--- src/rtl/water_dispenser_multi_tap_pkg.sv ---
// Shared state encodings and default constants for the water dispenser family.
package water_dispenser_multi_tap_pkg;

   localparam logic [0:0] STATE_IDLE     = 1'b0;
   localparam logic [0:0] STATE_DISPENSE = 1'b1;

   localparam int unsigned DEF_SWITCH_COUNT   = 10;
   localparam int unsigned DEF_TAP_COUNT      = 2;
   localparam int unsigned DEF_AMOUNT_WIDTH   = 8;
   localparam int unsigned DEF_MAX_AMOUNT     = 200;
   localparam int unsigned DEF_TICKS_PER_UNIT = 4;

   // Index width for a set of n items, never narrower than one bit.
   function automatic int unsigned idx_width(int unsigned n);
      return (n > 1) ? $clog2(n) : 1;
   endfunction

endpackage

--- src/rtl/button_edge_detector.sv ---
// Registers each button level once and pulses on its rising edge.
module button_edge_detector #(
   parameter int unsigned WIDTH = 3
) (
   input  logic             clock,
   input  logic             reset,
   input  logic [WIDTH-1:0] btn_i,
   output logic [WIDTH-1:0] rise_o
);

   logic [WIDTH-1:0] prev_q;

   always_ff @(posedge clock) begin
      if (reset) begin
         prev_q <= '0;
      end else begin
         prev_q <= btn_i;
      end
   end

   assign rise_o = btn_i & ~prev_q;

endmodule

--- src/rtl/water_dispenser_multi_tap.sv ---
// Accumulates a requested volume from switches/buttons and dispenses it on one of several taps
// by holding that tap's valve open for amount * TICKS_PER_UNIT cycles.
module water_dispenser_multi_tap
   import water_dispenser_multi_tap_pkg::*;
#(
   parameter int unsigned SWITCH_COUNT   = DEF_SWITCH_COUNT,
   parameter int unsigned TAP_COUNT      = DEF_TAP_COUNT,
   parameter int unsigned AMOUNT_WIDTH   = DEF_AMOUNT_WIDTH,
   parameter int unsigned MAX_AMOUNT     = DEF_MAX_AMOUNT,
   parameter int unsigned TICKS_PER_UNIT = DEF_TICKS_PER_UNIT
) (
   input  logic                                clock,
   input  logic                                reset,
   input  logic [SWITCH_COUNT-1:0]             switches,
   input  logic [idx_width(TAP_COUNT)-1:0]     tap_select,
   input  logic                                button_add,
   input  logic                                button_ok,
   input  logic                                button_cancel,
   output logic [AMOUNT_WIDTH-1:0]             total_amount,
   output logic [TAP_COUNT-1:0]                valve_open,
   output logic                                busy,
   output logic                                overflow,
   output logic                                done
);

   localparam int unsigned TapW  = idx_width(TAP_COUNT);
   localparam int unsigned TickW = idx_width(TICKS_PER_UNIT);

   logic [2:0]              btn_ev;
   logic                    add_ev, ok_ev, cancel_ev;
   logic [AMOUNT_WIDTH-1:0] amount;
   logic [AMOUNT_WIDTH:0]   sum;

   logic [0:0]              state_q, state_d;
   logic [AMOUNT_WIDTH-1:0] total_q, total_d;
   logic                    ovf_q, ovf_d;
   logic                    done_q, done_d;
   logic [TapW-1:0]         tap_q, tap_d;
   logic [TickW-1:0]        tick_q, tick_d;

   button_edge_detector #(
      .WIDTH(3)
   ) u_buttons (
      .clock (clock),
      .reset (reset),
      .btn_i ({button_cancel, button_ok, button_add}),
      .rise_o(btn_ev)
   );

   assign add_ev    = btn_ev[0];
   assign ok_ev     = btn_ev[1];
   assign cancel_ev = btn_ev[2];

   // Highest set switch wins; later iterations override earlier ones.
   always_comb begin
      amount = '0;
      for (int i = 0; i < int'(SWITCH_COUNT); i++) begin
         if (switches[i]) amount = AMOUNT_WIDTH'(i);
      end
   end

   assign sum = {1'b0, total_q} + {1'b0, amount};

   always_comb begin
      state_d = state_q;
      total_d = total_q;
      ovf_d   = ovf_q;
      done_d  = 1'b0;
      tap_d   = tap_q;
      tick_d  = tick_q;
      if (state_q == STATE_IDLE) begin
         if (cancel_ev) begin
            total_d = '0;
            ovf_d   = 1'b0;
         end else if (ok_ev && (total_q != '0) && (32'(tap_select) < TAP_COUNT)) begin
            tap_d   = tap_select;
            tick_d  = '0;
            state_d = STATE_DISPENSE;
         end else if (add_ev) begin
            if (sum > (AMOUNT_WIDTH + 1)'(MAX_AMOUNT)) begin
               total_d = AMOUNT_WIDTH'(MAX_AMOUNT);
               ovf_d   = 1'b1;
            end else begin
               total_d = sum[AMOUNT_WIDTH-1:0];
            end
         end
      end else begin
         if (cancel_ev) begin
            total_d = '0;
            ovf_d   = 1'b0;
            state_d = STATE_IDLE;
         end else if (tick_q == TickW'(TICKS_PER_UNIT - 1)) begin
            tick_d  = '0;
            total_d = total_q - AMOUNT_WIDTH'(1);
            if (total_q == AMOUNT_WIDTH'(1)) begin
               done_d  = 1'b1;
               ovf_d   = 1'b0;
               state_d = STATE_IDLE;
            end
         end else begin
            tick_d = tick_q + TickW'(1);
         end
      end
   end

   always_ff @(posedge clock) begin
      if (reset) begin
         state_q <= STATE_IDLE;
         total_q <= '0;
         ovf_q   <= 1'b0;
         done_q  <= 1'b0;
         tap_q   <= '0;
         tick_q  <= '0;
      end else begin
         state_q <= state_d;
         total_q <= total_d;
         ovf_q   <= ovf_d;
         done_q  <= done_d;
         tap_q   <= tap_d;
         tick_q  <= tick_d;
      end
   end

   always_comb begin
      valve_open = '0;
      for (int i = 0; i < int'(TAP_COUNT); i++) begin
         valve_open[i] = (state_q == STATE_DISPENSE) && (32'(tap_q) == 32'(i));
      end
   end

   assign busy         = (state_q == STATE_DISPENSE);
   assign total_amount = total_q;
   assign overflow     = ovf_q;
   assign done         = done_q;

endmodule

--- config.mk ---
export PLATFORM = sky130hd
export DESIGN_NAME = water_dispenser_multi_tap
export DESIGN_NICKNAME = d
export VERILOG_FILES = /design/src/rtl/water_dispenser_multi_tap_pkg.sv /design/src/rtl/button_edge_detector.sv /design/src/rtl/water_dispenser_multi_tap.sv
export SDC_FILE = /design/constraint.sdc
export NUM_CORES = 1
export LEC_CHECK = 0
export BUFFER_PORTS_ARGS = -buffer_cell sky130_fd_sc_hd__buf_2
export CAP_MARGIN = 30
export CORE_MARGIN = 2
export CORE_UTILIZATION = 55
export CTS_BUF_LIST = sky130_fd_sc_hd__clkbuf_16
export DETAILED_ROUTE_END_ITERATION = 6
export PLACE_DENSITY = 0.8
export SYNTH_ARGS = -nofsm -noshare
export SYNTH_HDL_FRONTEND = slang
export SYNTH_HIERARCHICAL = 1
export SYNTH_SLANG_ARGS = --single-unit
--- constraint.sdc ---
create_clock -name clock -period 5.74 [get_ports clock]
set_input_delay 0.287 -clock clock [delete_from_list [all_inputs] [get_ports clock]]
set_output_delay 0.287 -clock clock [all_outputs]
set_load 0.01 [all_outputs]
Word level (Yosys, flattened, before mapping)

Cells that the tools add are included.

Add/sub/neg operators: 3
Bitwise logic cells: 6
Magnitude comparators: 1
Muxes and demuxes: 36
Equality and inequality tests: 5
Reduce and logical (&&, ||, !) cells: 12

Operators with widths:

| operator                                               | number |
|---|---|
| two-way mux 8 bit                                      | 10 |
| two-way mux 1 bit                                      | 16 |
| two-way mux 2 bit                                      | 7 |
| adder 8 x 8 -> 9 bit                                   | 1 |
| > comparator 9 x 8 -> 1 bit (second input constant)    | 1 |
| two-way mux 3 bit                                      | 3 |
| equality test 8 x 1 -> 1 bit (second input constant)   | 1 |
| nonzero test 8 bit                                     | 1 |
| subtractor 8 x 1 -> 8 bit (second input constant)      | 1 |
| inequality test 3 x 2 -> 1 bit (second input constant) | 2 |
| AND reduction 3 bit                                    | 2 |
| nonzero test 3 bit                                     | 2 |
| AND reduction 5 bit                                    | 1 |
| inverter 1 bit                                         | 4 |
| OR reduction 4 bit                                     | 1 |
| bitwise AND 3 bit                                      | 1 |
| logical AND 1 bit                                      | 3 |
| inequality test 3 bit (second input constant)          | 1 |
| inverter 3 bit                                         | 1 |
| adder 2 x 1 -> 2 bit (second input constant)           | 1 |
| equality test 2 bit (second input constant)            | 1 |
| AND reduction 2 bit                                    | 1 |
| nonzero test 2 bit                                     | 1 |

Logic and storage cells: 70
Input bits: 16
Output and inout bits: 13
Bits in registers: 17

Longest topological paths before layout

Gate-level depths: netlist (run 1).

Word-level depth: 16
Gate-level depth with buffers: 14
Gate-level depth less buffers: 14

Modules after synthesis

Netlist (run 1), hierarchy kept.

By module, submodules not included:

| module                    | area an instance (um2) | seq. area each (um2) | instances | cells each |
|---|---|---|---|---|
| water_dispenser_multi_tap | 1361.3                 | 280.3                | 1         | 189 |
| button_edge_detector      | 105.1                  | 60.1                 | 1         | 9 |

Worst setup path after synthesis (run 1)

No wires, ideal clock.

Path kind: input to register
From: in switches[9]
To: reg total_q[4] (netlist: total_amount[4])
Path slack: 2.642 ns
Buffers on the path: 0
Arrival time: 3.024 ns
Stages: 9
Path through: or2_2 or2_2 fa_1 nand2b_1 a2111o_1 o22a_2 a211o_1 a2111o_1 a31oi_1

Word-level cells in the longest chain between the ends: 8

RTL lines:

| what                        | RTL line                         | source |
|---|---|---|
| from (decl)                 | water_dispenser_multi_tap.sv:14  | `input logic [SWITCH_COUNT-1:0] switches,` |
| two-way mux 8 bit *         | water_dispenser_multi_tap.sv:58  | `if (switches[i]) amount = AMOUNT_WIDTH'(i);` |
| adder 8 x 8 -> 9 bit *      | water_dispenser_multi_tap.sv:62  | `assign sum = {1'b0, total_q} + {1'b0, amount};` |
| > comparator 9 x 8 -> 1 bit | water_dispenser_multi_tap.sv:80  | `if (sum > (AMOUNT_WIDTH + 1)'(MAX_AMOUNT)) begin` |
| two-way mux 8 bit *         | water_dispenser_multi_tap.sv:80  |  |
| two-way mux 8 bit *         | water_dispenser_multi_tap.sv:79  | `end else if (add_ev) begin` |
| two-way mux 8 bit *         | water_dispenser_multi_tap.sv:75  | `end else if (ok_ev && (total_q != '0) && (32'(tap_select) < TAP_COUNT)) begin` |
| two-way mux 8 bit *         | water_dispenser_multi_tap.sv:72  | `if (cancel_ev) begin` |
| two-way mux 8 bit *         | water_dispenser_multi_tap.sv:71  | `if (state_q == STATE_IDLE) begin` |
| to (signal assigned)        | water_dispenser_multi_tap.sv:116 | `total_q <= total_d;` |
| to (decl)                   | water_dispenser_multi_tap.sv:35  | `logic [AMOUNT_WIDTH-1:0] total_q, total_d;` |

Mark *: on every way between the ends. The rest lies on a longest branch, timed or not. The select of a mux whose other input is x is not followed.
A chain may end at the register's enable or synchronous reset.

Final worst setup path (run 1)

From: in switches[2]
To: reg total_q[4] (netlist: total_amount[4])

Word-level cells in the longest chain between the ends: 15

RTL lines:

| what                              | RTL line |
|---|---|
| two-way mux 2 bit * (2 in series) | water_dispenser_multi_tap.sv:58 |
| two-way mux 3 bit * (3 in series) | water_dispenser_multi_tap.sv:58 |
| two-way mux 8 bit * (3 in series) | water_dispenser_multi_tap.sv:58 |
| adder 8 x 8 -> 9 bit *            | water_dispenser_multi_tap.sv:62 |
| > comparator 9 x 8 -> 1 bit       | water_dispenser_multi_tap.sv:80 |
| two-way mux 8 bit *               | water_dispenser_multi_tap.sv:80 |
| two-way mux 8 bit *               | water_dispenser_multi_tap.sv:79 |
| two-way mux 8 bit *               | water_dispenser_multi_tap.sv:75 |
| two-way mux 8 bit *               | water_dispenser_multi_tap.sv:72 |
| two-way mux 8 bit *               | water_dispenser_multi_tap.sv:71 |

Marks and branches as above.

==> key figures, run 1 <==
Placed design
  • IO Port Bufs: 27
  • DP Area: 0.00159 mm^2
  • Placed insts: 246
  • Gpl congestion: 0.888
  • DP HPWL: 2780 um
  • DP Worst Slack: 2.34 ns

Synth
  • Mapped cell area: 0.00147 mm^2
  • Post-synth cell types: 50
  • Synth Net Count: 222
  • Cells after synthesis: 198
  • Dominant cell type by area after synthesis: dfxtp_1
  • Synthesis-stage register bit count: 17
  • Async SR Flop Fraction: 0%
  • Synth Warn #: 6
  • Post-synth top cells: nor2_1 (26), a21oi_1 (17), dfxtp_1 (17), o21ai_0 (13), nand2_1 (12)
  • Post-synth top flop: dfxtp_1
  • Synth top area cells: dfxtp_1 (23%), nor2_1 (6.7%), ha_1 (6.0%)
  • Synth top area share: 23.2%
  • Post-synth EDFFs: 0
  • Most common cell in the netlist: nor2_1
  • Syn_area_per_cell: 7.41 um^2
  • Sequential area share after synthesis: 23.2%

Worst setup path
  • Worst Setup Start Kind: input pin
  • CP Capture Type: flop
  • Crit path kind: input pin to flop
  • Data arrival, critical path: 3.36 ns
  • CP max FO: 4
  • Critical path data required time: 5.92 ns

Final layout
  • Nets: 245
  • Fillers: 213
  • Fraction of final layout cells sized beyond drive strength 1: 19.5%
  • Area growth syn-to-layout: 14.2%
  • Diode count: 0
  • Final instance area: 0.00167 mm^2
  • Fin cells: 250

Die
  • Die height: 55.6 um
  • DIE WIDTH: 55.6 um
  • Die Area: 0.00310 mm^2
  • I/O Pins: 29
  • Core Footprint: 0.00250 mm^2
  • Row cnt: 18
  • Starting Density: 58.7%

Timing
  • Final Setup Violations: 0
  • Hold WS: 0.261 ns
  • Final worst slack: 2.56 ns
  • Period utilization: 55.5%
  • Max Fclk: 314 MHz
  • Hold Vio Cnt, Final: 0
  • Post-route setup TNS: 0 ns
  • Min Tclk post-route: 3.18 ns
  • Layout Skew: 0.00122 ns
  • RSZ-0062 raised after global routing: no
  • Worst-margin pin slew: 0.814 ns
  • Max-slew violation count: 0
  • Worst relative slew slack: 45.5%

Global routing
  • Largest net degree at the start of global routing: 17
  • First-pass GRT wire length: 6510 um
  • Number of global-route vias before repair: 1435
  • Total Routing Usage GR: 25.2%
  • Antenna violations before repair: 0
  • Gr ovfl total: 0

Route
  • ANT nets after route: 0
  • Starting DRT DRC Count: 87
  • Vias: 1634
  • DRT Pass-1 Iters: 5
  • WL per Instance: 15.4 um
  • Wirelength, routed: 3850 um
  • # DRC: 0
  • DR vias/cell: 6.54

Hold path
  • Hold WC Path Type: input pin to flop

Clock tree
  • Number of CTS-inserted buffers: 3
  • Setup bufs post-CTS: 0
  • CTS tree: yes
  • Root buf cell: clkbuf_16
  • Cells resized by post-CTS repair: 0
  • Clk Latency, worst-skew pair: 0.25 ns
  • Htree depth: 1
  • Clk sink count: 17
  • Clock buffer depth: 2
  • Reg clk slew, reported paths: 0.05 ns
  • Post-CTS Hold Buffers: 0

Run
  • Max-Cap Viols: 0

Power and ir drop
  • PD cells: 262 mW/mm^2
  • Leakage power: 0.713 nW
  • Max VDD drop: 0.000374 V

Outcome
  • Status: completed
==> logic make-up after synthesis <==
kind of cell,count (synthesis),share of synthesized area (%)
simple gates,86,30.9
compound gates,63,29.4
buf+inv,18,5.38
flops,17,23.2
fa+ha+maj,8,7.34
xor+xnor,3,1.79
mux,3,2.05
==> cell type report <==
class / instances / area [um^2] / share of cell area, %
Inverter: 9 / 33.8 / 2.02
Sequential cell: 17 / 340 / 20.3
Tap cell: 30 / 37.5 / 2.24
Clock buffer: 3 / 75.1 / 4.48
Multi-Input combinational cell: 163 / 1050 / 62.6
Clock inverter: 1 / 5.00 / 0.299
Timing Repair Buffer: 27 / 135 / 8.07
==> cell usage in the layout (no fill, tap or decap), types with 4 or more instances in the layout <==
| cell | synthesis | routed |
|---|---|---|
| dfxtp_1 | 17 | 17 |
| nand2b_1 | 4 | 4 |
| or2_2 | 4 | 4 |
| ha_1 | 7 | 7 |
| nand2_1 | 12 | 12 |
| o21ai_0 | 13 | 13 |
| buf_2 | 3 | 27 |
| nor4_1 | 7 | 7 |
| nand3_1 | 6 | 6 |
| o211ai_1 | 4 | 4 |
| a21oi_1 | 17 | 17 |
| nor2_1 | 26 | 26 |
| inv_1 | 9 | 9 |
| nor3_1 | 6 | 6 |
==> where the power goes <==
part	internal (mW)	switching, mW	total (mW)
Sequential	0.127	0.0182	0.145
Combinational	0.0606	0.0923	0.153
Clock	0.0933	0.0476	0.141
==> per-stage QoR <==
step | power, mW | utilization [%]
global placement | 0.291 | 63.8
floorplan | 0.255 | -
detailed placement | 0.296 | 63.8
CTS | 0.435 | 67.0
finish | 0.439 | 67.0
global route | 0.464 | 67.0
==> registers in the layout (all words and copies together), names as in the netlist <==
| name | flops |
|---|---|
| done | 1 |
| tick_q | 2 |
| busy | 1 |
| total_amount | 8 |
| tap_q | 1 |
| overflow | 1 |
| u_buttons/prev_q | 3 |
==> worst max-delay path: stages <==
cell and delay [ns]:
buf_2 0.10, inv_1 0.04, a21oi_1 0.05, o21bai_1 0.12, a21oi_1 0.09, o21bai_1 0.13
ha_1 0.22, inv_1 0.07, fa_1 0.46, nand2b_1 0.24, a2111o_1 0.45, o22a_2 0.23
a211o_1 0.31, a2111o_1 0.42, a31oi_1 0.16
==> final timing paths <==
check,from,end,depth (start not counted),slack [ns]
worst max-delay path,switches[2],total_amount[4]$_SDFFE_PP0P_,15,2.56
worst min-delay path,button_add,u_buttons/prev_q[0]$_SDFF_PP0_,2,0.26
worst max register to register,total_amount[0]$_SDFFE_PP0P_,total_amount[4]$_SDFFE_PP0P_,9,2.59
worst min register to register,tap_q$_SDFFE_PP0P_,tap_q$_SDFFE_PP0P_,2,0.53
==> metal layers <==
layer,GRT usage (%),part of all wire [%]
met2,42.7,48
met5,0,0
met4,3.48,0.18
met1,34.0,42
met3,4.88,10
(Power assumes the default switching activity.)
==> run 2, diff against run 1 <==
--- a/config.mk
+++ b/config.mk
@@ -5,13 +5,14 @@
 export SDC_FILE = /design/constraint.sdc
 export NUM_CORES = 1
 export LEC_CHECK = 0
+export ABC_AREA = 1
 export BUFFER_PORTS_ARGS = -buffer_cell sky130_fd_sc_hd__buf_2
 export CAP_MARGIN = 30
 export CORE_MARGIN = 2
-export CORE_UTILIZATION = 55
+export CORE_UTILIZATION = 53
 export CTS_BUF_LIST = sky130_fd_sc_hd__clkbuf_16
 export DETAILED_ROUTE_END_ITERATION = 6
-export PLACE_DENSITY = 0.8
+export PLACE_DENSITY = 0.78
 export SYNTH_ARGS = -nofsm -noshare
 export SYNTH_HDL_FRONTEND = slang
 export SYNTH_HIERARCHICAL = 1
==> constraint.sdc (replaced) <==
create_clock -name clock -period 3.2 [get_ports clock]
set_input_delay 0.16 -clock clock [delete_from_list [all_inputs] [get_ports clock]]
set_output_delay 0.16 -clock clock [all_outputs]
set_load 0.01 [all_outputs]
==> key figures, run 2 <==
Global routing
  • Gr ovfl total: 0 (unchanged)
  • First-pass GRT wire length: 5370 um (was 6510 um)
  • Largest net degree at the start of global routing: 14 (was 17)
  • Number of global-route vias before repair: 1282 (was 1435)
  • Antenna violations before repair: 0 (unchanged)
  • Total Routing Usage GR: 25.3% (was 25.2%)

Worst setup path
  • Critical path data required time: 3.38 ns (was 5.92 ns)
  • Data arrival, critical path: 2.65 ns (was 3.36 ns)
  • CP max FO: 6 (was 4)
  • Worst Setup Start Kind: flop (was input pin)
  • Crit path kind: flop to flop (was input pin to flop)
  • R2R cell count: 16 (was 9)
  • CP Capture Type: flop (unchanged)

Final layout
  • Area growth syn-to-layout: 18.2% (was 14.2%)
  • Nets: 262 (was 245)
  • Largest register FFs: 8 (unchanged)
  • Diode count: 0 (unchanged)
  • Fraction of final layout cells sized beyond drive strength 1: 17.3% (was 19.5%)
  • Commonest non-fill, non-tap cell in the layout: nand2_1 (was buf_2)
  • Fin cells: 265 (was 250)
  • Most frequent cells in the layout: nand2_1 (46), inv_1 (33), buf_2 (27) (was buf_2 (27), nor2_1 (26), a21oi_1 (17), dfxtp_1 (17), o21ai_0 (13))

Timing
  • Worst-margin pin slew: 0.564 ns (was 0.814 ns)
  • Layout Skew: 0.00443 ns (was 0.00122 ns)
  • RSZ-0062 raised after global routing: no (unchanged)
  • Max-slew violation count: 0 (unchanged)
  • Worst relative slew slack: 62.3% (was 45.5%)
  • Min Tclk post-route: 2.47 ns
  • Final Setup Violations: 0 (unchanged)
  • Hold Vio Cnt, Final: 0 (unchanged)
  • Max Fclk: 405 MHz
  • Period utilization: 77.2%
  • Post-route setup TNS: 0 ns (unchanged)

Clock tree
  • Clock buffer depth: 2 (unchanged)
  • Cells resized by post-CTS repair: 0 (unchanged)
  • Root buf cell: clkbuf_16 (unchanged)
  • Number of CTS-inserted buffers: 3 (unchanged)
  • Clk Latency, worst-skew pair: 0.24 ns (was 0.25 ns)
  • CTS tree: yes (unchanged)
  • Post-CTS Hold Buffers: 0 (unchanged)
  • Reg clk slew, reported paths: 0.05 ns (about the same)
  • Setup bufs post-CTS: 0 (unchanged)
  • Htree depth: 1 (unchanged)
  • Clk sink count: 17 (unchanged)

Power and ir drop
  • Leakage power: 0.822 nW (was 0.713 nW)
  • Max VDD drop: 0.000604 V (was 0.000374 V)
  • PD cells: 635 mW/mm^2 (was 262 mW/mm^2)

Synth
  • Multiplexer share of the synthesized area: 0% (was 2.05%)
  • Synth Area in Simple Gates: 36.0% (was 30.9%)
  • Synth top area cells: dfxtp_1 (26%), nand2_1 (13%), inv_1 (9.6%) (was dfxtp_1 (23%), nor2_1 (6.7%), ha_1 (6.0%))
  • Synthesis-stage register bit count: 17 (unchanged)
  • Xor and xnor area share after synthesis: 0% (was 1.79%)
  • Synth Net Count: 232 (was 222)
  • Largest family of logic cells by synthesized area: simple AND/OR/NAND/NOR gates (unchanged)
  • Syn_area_per_cell: 6.20 um^2 (was 7.41 um^2)
  • Synth Warn #: 6 (unchanged)
  • Mapped cell area: 0.00129 mm^2 (was 0.00147 mm^2)
  • Adder-cell share of the synthesized area: 8.35% (was 7.34%)
  • Post-synth top cells: nand2_1 (46), inv_1 (33), nand3_1 (23), nor2_1 (22), a21oi_1 (20) (was nor2_1 (26), a21oi_1 (17), dfxtp_1 (17), o21ai_0 (13), nand2_1 (12))
  • Cells after synthesis: 208 (was 198)
  • Sequential area share after synthesis: 26.4% (was 23.2%)
  • Most common cell in the netlist: nand2_1 (was nor2_1)
  • Async SR Flop Fraction: 0% (unchanged)
  • Dominant cell type by area after synthesis: dfxtp_1 (unchanged)
  • Post-synth top flop: dfxtp_1 (unchanged)
  • Post-synth cell types: 23 (was 50)
  • Synth top area share: 26.4% (was 23.2%)
  • Synth Area in Compound Gates: 17.8% (was 29.4%)
  • Post-synth EDFFs: 0 (unchanged)

Die
  • I/O Pins: 29 (unchanged)
  • Starting Density: 57.2% (was 58.7%)
  • Core Footprint: 0.00225 mm^2 (was 0.00250 mm^2)
  • DIE WIDTH: 53.3 um (was 55.6 um)
  • Row cnt: 17 (was 18)
  • Die Area: 0.00284 mm^2 (was 0.00310 mm^2)
  • Die height: 53.3 um (was 55.6 um)

Route
  • ANT nets after route: 0 (unchanged)
  • DRT Pass-1 Iters: 4 (was 5)
  • Vias: 1407 (was 1634)
  • WL per Instance: 11.9 um (was 15.4 um)
  • # DRC: 0 (unchanged)
  • DR vias/cell: 5.31 (was 6.54)
  • Starting DRT DRC Count: 43 (was 87)
  • Wirelength, routed: 3140 um (was 3850 um)

Hold path
  • Number of cells on the worst hold path: 3 (was 2)
  • Hold WC Path Type: input pin to flop (unchanged)

Run
  • Max-Cap Viols: 0 (unchanged)

Placed design
  • Gpl congestion: 0.841 (was 0.888)
  • IO Port Bufs: 27 (unchanged)
  • Placed insts: 261 (was 246)
  • DP HPWL: 2480 um (was 2780 um)

Outcome
  • Status: completed (unchanged)
## run 2: critical path, cell delays in order (launching register included)
cell and delay, ns:
dfxtp_1 0.44, ha_1 0.24, inv_1 0.07, fa_1 0.39
inv_1 0.09, nand3_1 0.08, nand2_1 0.15, nand2_1 0.09
nand2_1 0.07, nand2_1 0.05, inv_1 0.04, nand2_1 0.04
nand2_1 0.07, nand3_1 0.13, inv_1 0.22, nand3_1 0.11
a21oi_1 0.13
## run 2: final timing paths
| kind | start | end | slack (ns) |
|---|---|---|---|
| setup / recovery | total_amount[0]$_SDFFE_PP0P_ | total_amount[5]$_SDFFE_PP0P_ | 0.73 |
| hold / removal | button_ok | u_buttons/prev_q[1]$_SDFF_PP0_ | 0.13 |
| setup reg to reg | total_amount[0]$_SDFFE_PP0P_ | total_amount[5]$_SDFFE_PP0P_ | 0.73 |
| hold reg to reg | tick_q[0]$_SDFFE_PP0P_ | tick_q[0]$_SDFFE_PP0P_ | 0.47 |
## run 2: final cells by class
type,instances,area (um^2)
multi-input cells,154,801
fillers,210,732
flip-flops and latches,17,340
repair buffers,27,135
inverters,35,131
clock buffers,3,75.1
well taps,28,35.0
clock inverters,1,5.00
## run 2: logic make-up (layout without fill, tap and decap cells)
family / after synthesis / after routing
buffers and inverters: 37 / 66
AND/OR/NAND/NOR: 103 / 103
adder cells (fa/ha/maj): 8 / 8
AO/OA/AOI/OAI: 43 / 43
flip-flops: 17 / 17
## run 2: per-stage QoR
step	cell area [um^2]	worst slack (ns)	total power, mW	hold WS, ns	util (%)
floorplan	1290	0.987	0.611	0.229	-
global placement	1440	0.596	0.703	0.372	64.0
detailed placement	1440	0.556	0.719	0.387	64.0
CTS	1520	0.778	0.971	0.137	67.5
global route	1520	0.371	1.05	0.143	67.5
finish	1520	0.728	0.967	0.135	67.5
## run 2: where the power goes
| group | total [mW] | switching (mW) | internal [mW] |
|---|---|---|---|
| combinational | 0.424 | 0.272 | 0.152 |
| clock | 0.245 | 0.0781 | 0.167 |
| sequential | 0.299 | 0.0523 | 0.246 |
## run 2: layer usage
metal | wire (um) | global-route usage [%] | up-vias
met1 | 1410 | 30.6 | 637
li1 | - | - | 736
met3 | 138 | 5.93 | 0
met4 | 0 | 0 | 0
met2 | 1600 | 47.5 | 34
met5 | 0 | 0 | -
==> run 3, diff against run 2 <==
--- a/config.mk
+++ b/config.mk
@@ -5,14 +5,14 @@
 export SDC_FILE = /design/constraint.sdc
 export NUM_CORES = 1
 export LEC_CHECK = 0
-export ABC_AREA = 1
+export ABC_AREA = 0
 export BUFFER_PORTS_ARGS = -buffer_cell sky130_fd_sc_hd__buf_2
 export CAP_MARGIN = 30
 export CORE_MARGIN = 2
-export CORE_UTILIZATION = 53
+export CORE_UTILIZATION = 55
 export CTS_BUF_LIST = sky130_fd_sc_hd__clkbuf_16
 export DETAILED_ROUTE_END_ITERATION = 6
-export PLACE_DENSITY = 0.78
+export PLACE_DENSITY = 0.8
 export SYNTH_ARGS = -nofsm -noshare
 export SYNTH_HDL_FRONTEND = slang
 export SYNTH_HIERARCHICAL = 1
==> constraint.sdc (replaced) <==
create_clock -name clock -period 2.5 [get_ports clock]
set_input_delay 0.125 -clock clock [delete_from_list [all_inputs] [get_ports clock]]
set_output_delay 0.125 -clock clock [all_outputs]
set_load 0.01 [all_outputs]
==> key figures, run 3 (synthesis results as in run 1) <==
Outcome
  • Status: finished with violations (was completed)
  • Failing checks: setup timing

Clock tree
  • Number of CTS-inserted buffers: 3 (unchanged)
  • CTS tree: yes (unchanged)
  • Clk sink count: 17 (unchanged)
  • Reg clk slew, reported paths: 0.05 ns (about the same)
  • Clk Latency, worst-skew pair: 0.25 ns (was 0.24 ns)
  • Clock buffer depth: 2 (unchanged)
  • Htree depth: 1 (unchanged)
  • Root buf cell: clkbuf_16 (unchanged)
  • Post-CTS Hold Buffers: 0 (unchanged)

Worst setup path
  • Crit path kind: input pin to flop (was flop to flop)
  • Worst setup startpoint: switches[2] (was total_amount[0]$_SDFFE_PP0P_)
  • RR Startpoint: total_amount[0]$_SDFFE_PP0P_ (unchanged)
  • Data arrival, critical path: 2.96 ns (was 2.65 ns)
  • Critical path data required time: 2.67 ns (was 3.38 ns)
  • CP max FO: 3 (was 6)
  • Worst Setup Start Kind: input pin (was flop)
  • CP Capture Type: flop (unchanged)

Placed design
  • Gpl congestion: 0.884 (was 0.841)
  • DP HPWL: 3280 um (was 2480 um)
  • IO Port Bufs: 27 (unchanged)
  • DP Area: 0.00182 mm^2 (was 0.00144 mm^2)
  • DP Worst Slack: -0.562 ns (was 0.556 ns)

Final layout
  • Largest register FFs: 8 (unchanged)
  • Fraction of final layout cells sized beyond drive strength 1: 34.9% (was 17.3%)
  • Nets: 274 (was 262)
  • Area growth syn-to-layout: 36.2% (was 18.2%)
  • Final core occ: 79.9% (was 67.5%)
  • Final instance area: 0.00200 mm^2 (was 0.00152 mm^2)
  • Diode count: 0 (unchanged)
  • Most frequent cells in the layout: buf_4 (28), nor2_1 (26), buf_2 (25) (was nand2_1 (46), inv_1 (33), buf_2 (27))
  • Commonest non-fill, non-tap cell in the layout: buf_4 (was nand2_1)

Global routing
  • Largest net degree at the start of global routing: 17 (was 14)
  • Antenna violations before repair: 0 (unchanged)
  • Number of global-route vias before repair: 1660 (was 1282)
  • Gr ovfl total: 0 (unchanged)
  • Total Routing Usage GR: 29.3% (was 25.3%)
  • First-pass GRT wire length: 7450 um (was 5370 um)

Timing
  • Max-slew violation count: 0 (unchanged)
  • Period utilization: 112%
  • Worst relative slew slack: 46.5% (was 62.3%)
  • Final Setup Violations: 5 (was 0)
  • Layout Skew: 0.00279 ns (was 0.00443 ns)
  • Worst-margin pin slew: 0.799 ns (was 0.564 ns)
  • Min Tclk post-route: 2.79 ns
  • Hold WS: 0.0953 ns (was 0.135 ns)
  • RSZ-0062 raised after global routing: yes (was no)
  • Post-route setup TNS: -0.927 ns (was 0 ns)
  • Max Fclk: 358 MHz
  • Final worst slack: -0.292 ns (was 0.728 ns)
  • Hold Vio Cnt, Final: 0 (unchanged)

Route
  • ANT nets after route: 0 (unchanged)
  • Starting DRT DRC Count: 104 (was 43)
  • Vias: 1793 (was 1407)
  • DRT Pass-1 Iters: 5 (was 4)
  • DR vias/cell: 6.43 (was 5.31)
  • WL per Instance: 16.6 um (was 11.9 um)
  • # DRC: 0 (unchanged)
  • Wirelength, routed: 4630 um (was 3140 um)

Die
  • Starting Density: 58.7% (was 57.2%)
  • Row cnt: 18 (was 17)
  • DIE WIDTH: 55.6 um (was 53.3 um)
  • Die Area: 0.00310 mm^2 (was 0.00284 mm^2)
  • I/O Pins: 29 (unchanged)
  • Core Footprint: 0.00250 mm^2 (was 0.00225 mm^2)
  • Die height: 55.6 um (was 53.3 um)

Power and ir drop
  • Share of power burned in the clock network: 28.1% (was 25.3%)
  • Sw Share: 35.9% (was 41.6%)
  • PD cells: 568 mW/mm^2 (was 635 mW/mm^2)
  • Max VDD drop: 0.000628 V (was 0.000604 V)
  • Leakage power: 0.876 nW (was 0.822 nW)
  • Switching power: 0.407 mW (was 0.402 mW)
  • Int Pwr: 0.728 mW (was 0.565 mW)
  • Combinational share of power: 43.8% (about the same)
  • Seq pwr share: 28.1% (was 30.9%)

Run
  • Max-Cap Viols: 0 (unchanged)

Hold path
  • Hold Crit Start: button_cancel (was button_ok)
  • Hold WC Path Type: input pin to flop (unchanged)
run 3: per-stage QoR:
step,cells,total power [mW]
3_5_place_dp,273,0.771
3_3_place_gp,273,0.757
5_1_grt,279,1.19
4_1_cts,279,1.10
6_report,279,1.14
2_1_floorplan,198,0.593
run 3: area by class of cell:
class	count	area, um^2
Clock buffer	3	75.1
Clock inverter	1	3.75
Fill cell	167	503
Inverter	9	46.3
Multi-Input combinational cell	163	1120
Sequential cell	17	342
Tap cell	30	37.5
Timing Repair Buffer	56	373
run 3: power groups by stage:
| stage | sequential [mW] | clock (mW) | combinational (mW) |
|---|---|---|---|
| floorplan | 0.327 | 0 | 0.266 |
| global placement | 0.322 | 0 | 0.435 |
| detailed placement | 0.324 | 0 | 0.448 |
| CTS | 0.318 | 0.320 | 0.464 |
| global route | 0.321 | 0.334 | 0.539 |
| finish | 0.319 | 0.319 | 0.497 |
run 3: worst paths after layout:
path / endpoint / slack [ns] / cells past startpoint
worst min-delay path: u_buttons/prev_q[2]$_SDFF_PP0_ / 0.1 / 2
worst min register to register: tap_q$_SDFFE_PP0P_ / 0.52 / 2
worst max-delay path: total_amount[4]$_SDFFE_PP0P_ / -0.29 / 15
worst max register to register: total_amount[4]$_SDFFE_PP0P_ / -0.14 / 9
run 3: worst max-delay path, stage by stage:
cell	delay (ns)
buf_8	0.11
clkinv_8	0.04
a21oi_4	0.03
o21bai_1	0.16
a21oi_1	0.09
o21bai_1	0.14
ha_2	0.20
inv_2	0.04
fa_2	0.37
nand2b_4	0.17
a2111o_1	0.39
o22a_2	0.20
a211o_1	0.34
a2111o_1	0.41
a31oi_1	0.15
run 3: metal layers:
| layer | vias to the layer above | wire length [um] | global-route usage, % |
|---|---|---|---|
| li1 | 847 | - | - |
| met1 | 823 | 1880 | 38.5 |
| met2 | 110 | 2290 | 49.0 |
| met3 | 13 | 419 | 6.51 |
| met4 | 0 | 43 | 6.97 |
| met5 | - | 0 | 0 |
run 3: what timing repair did:
item,CTS,global route
pin swaps,10,6
setup endpoints to repair,5,9
resized for setup,7,13
buffers inserted,2,0
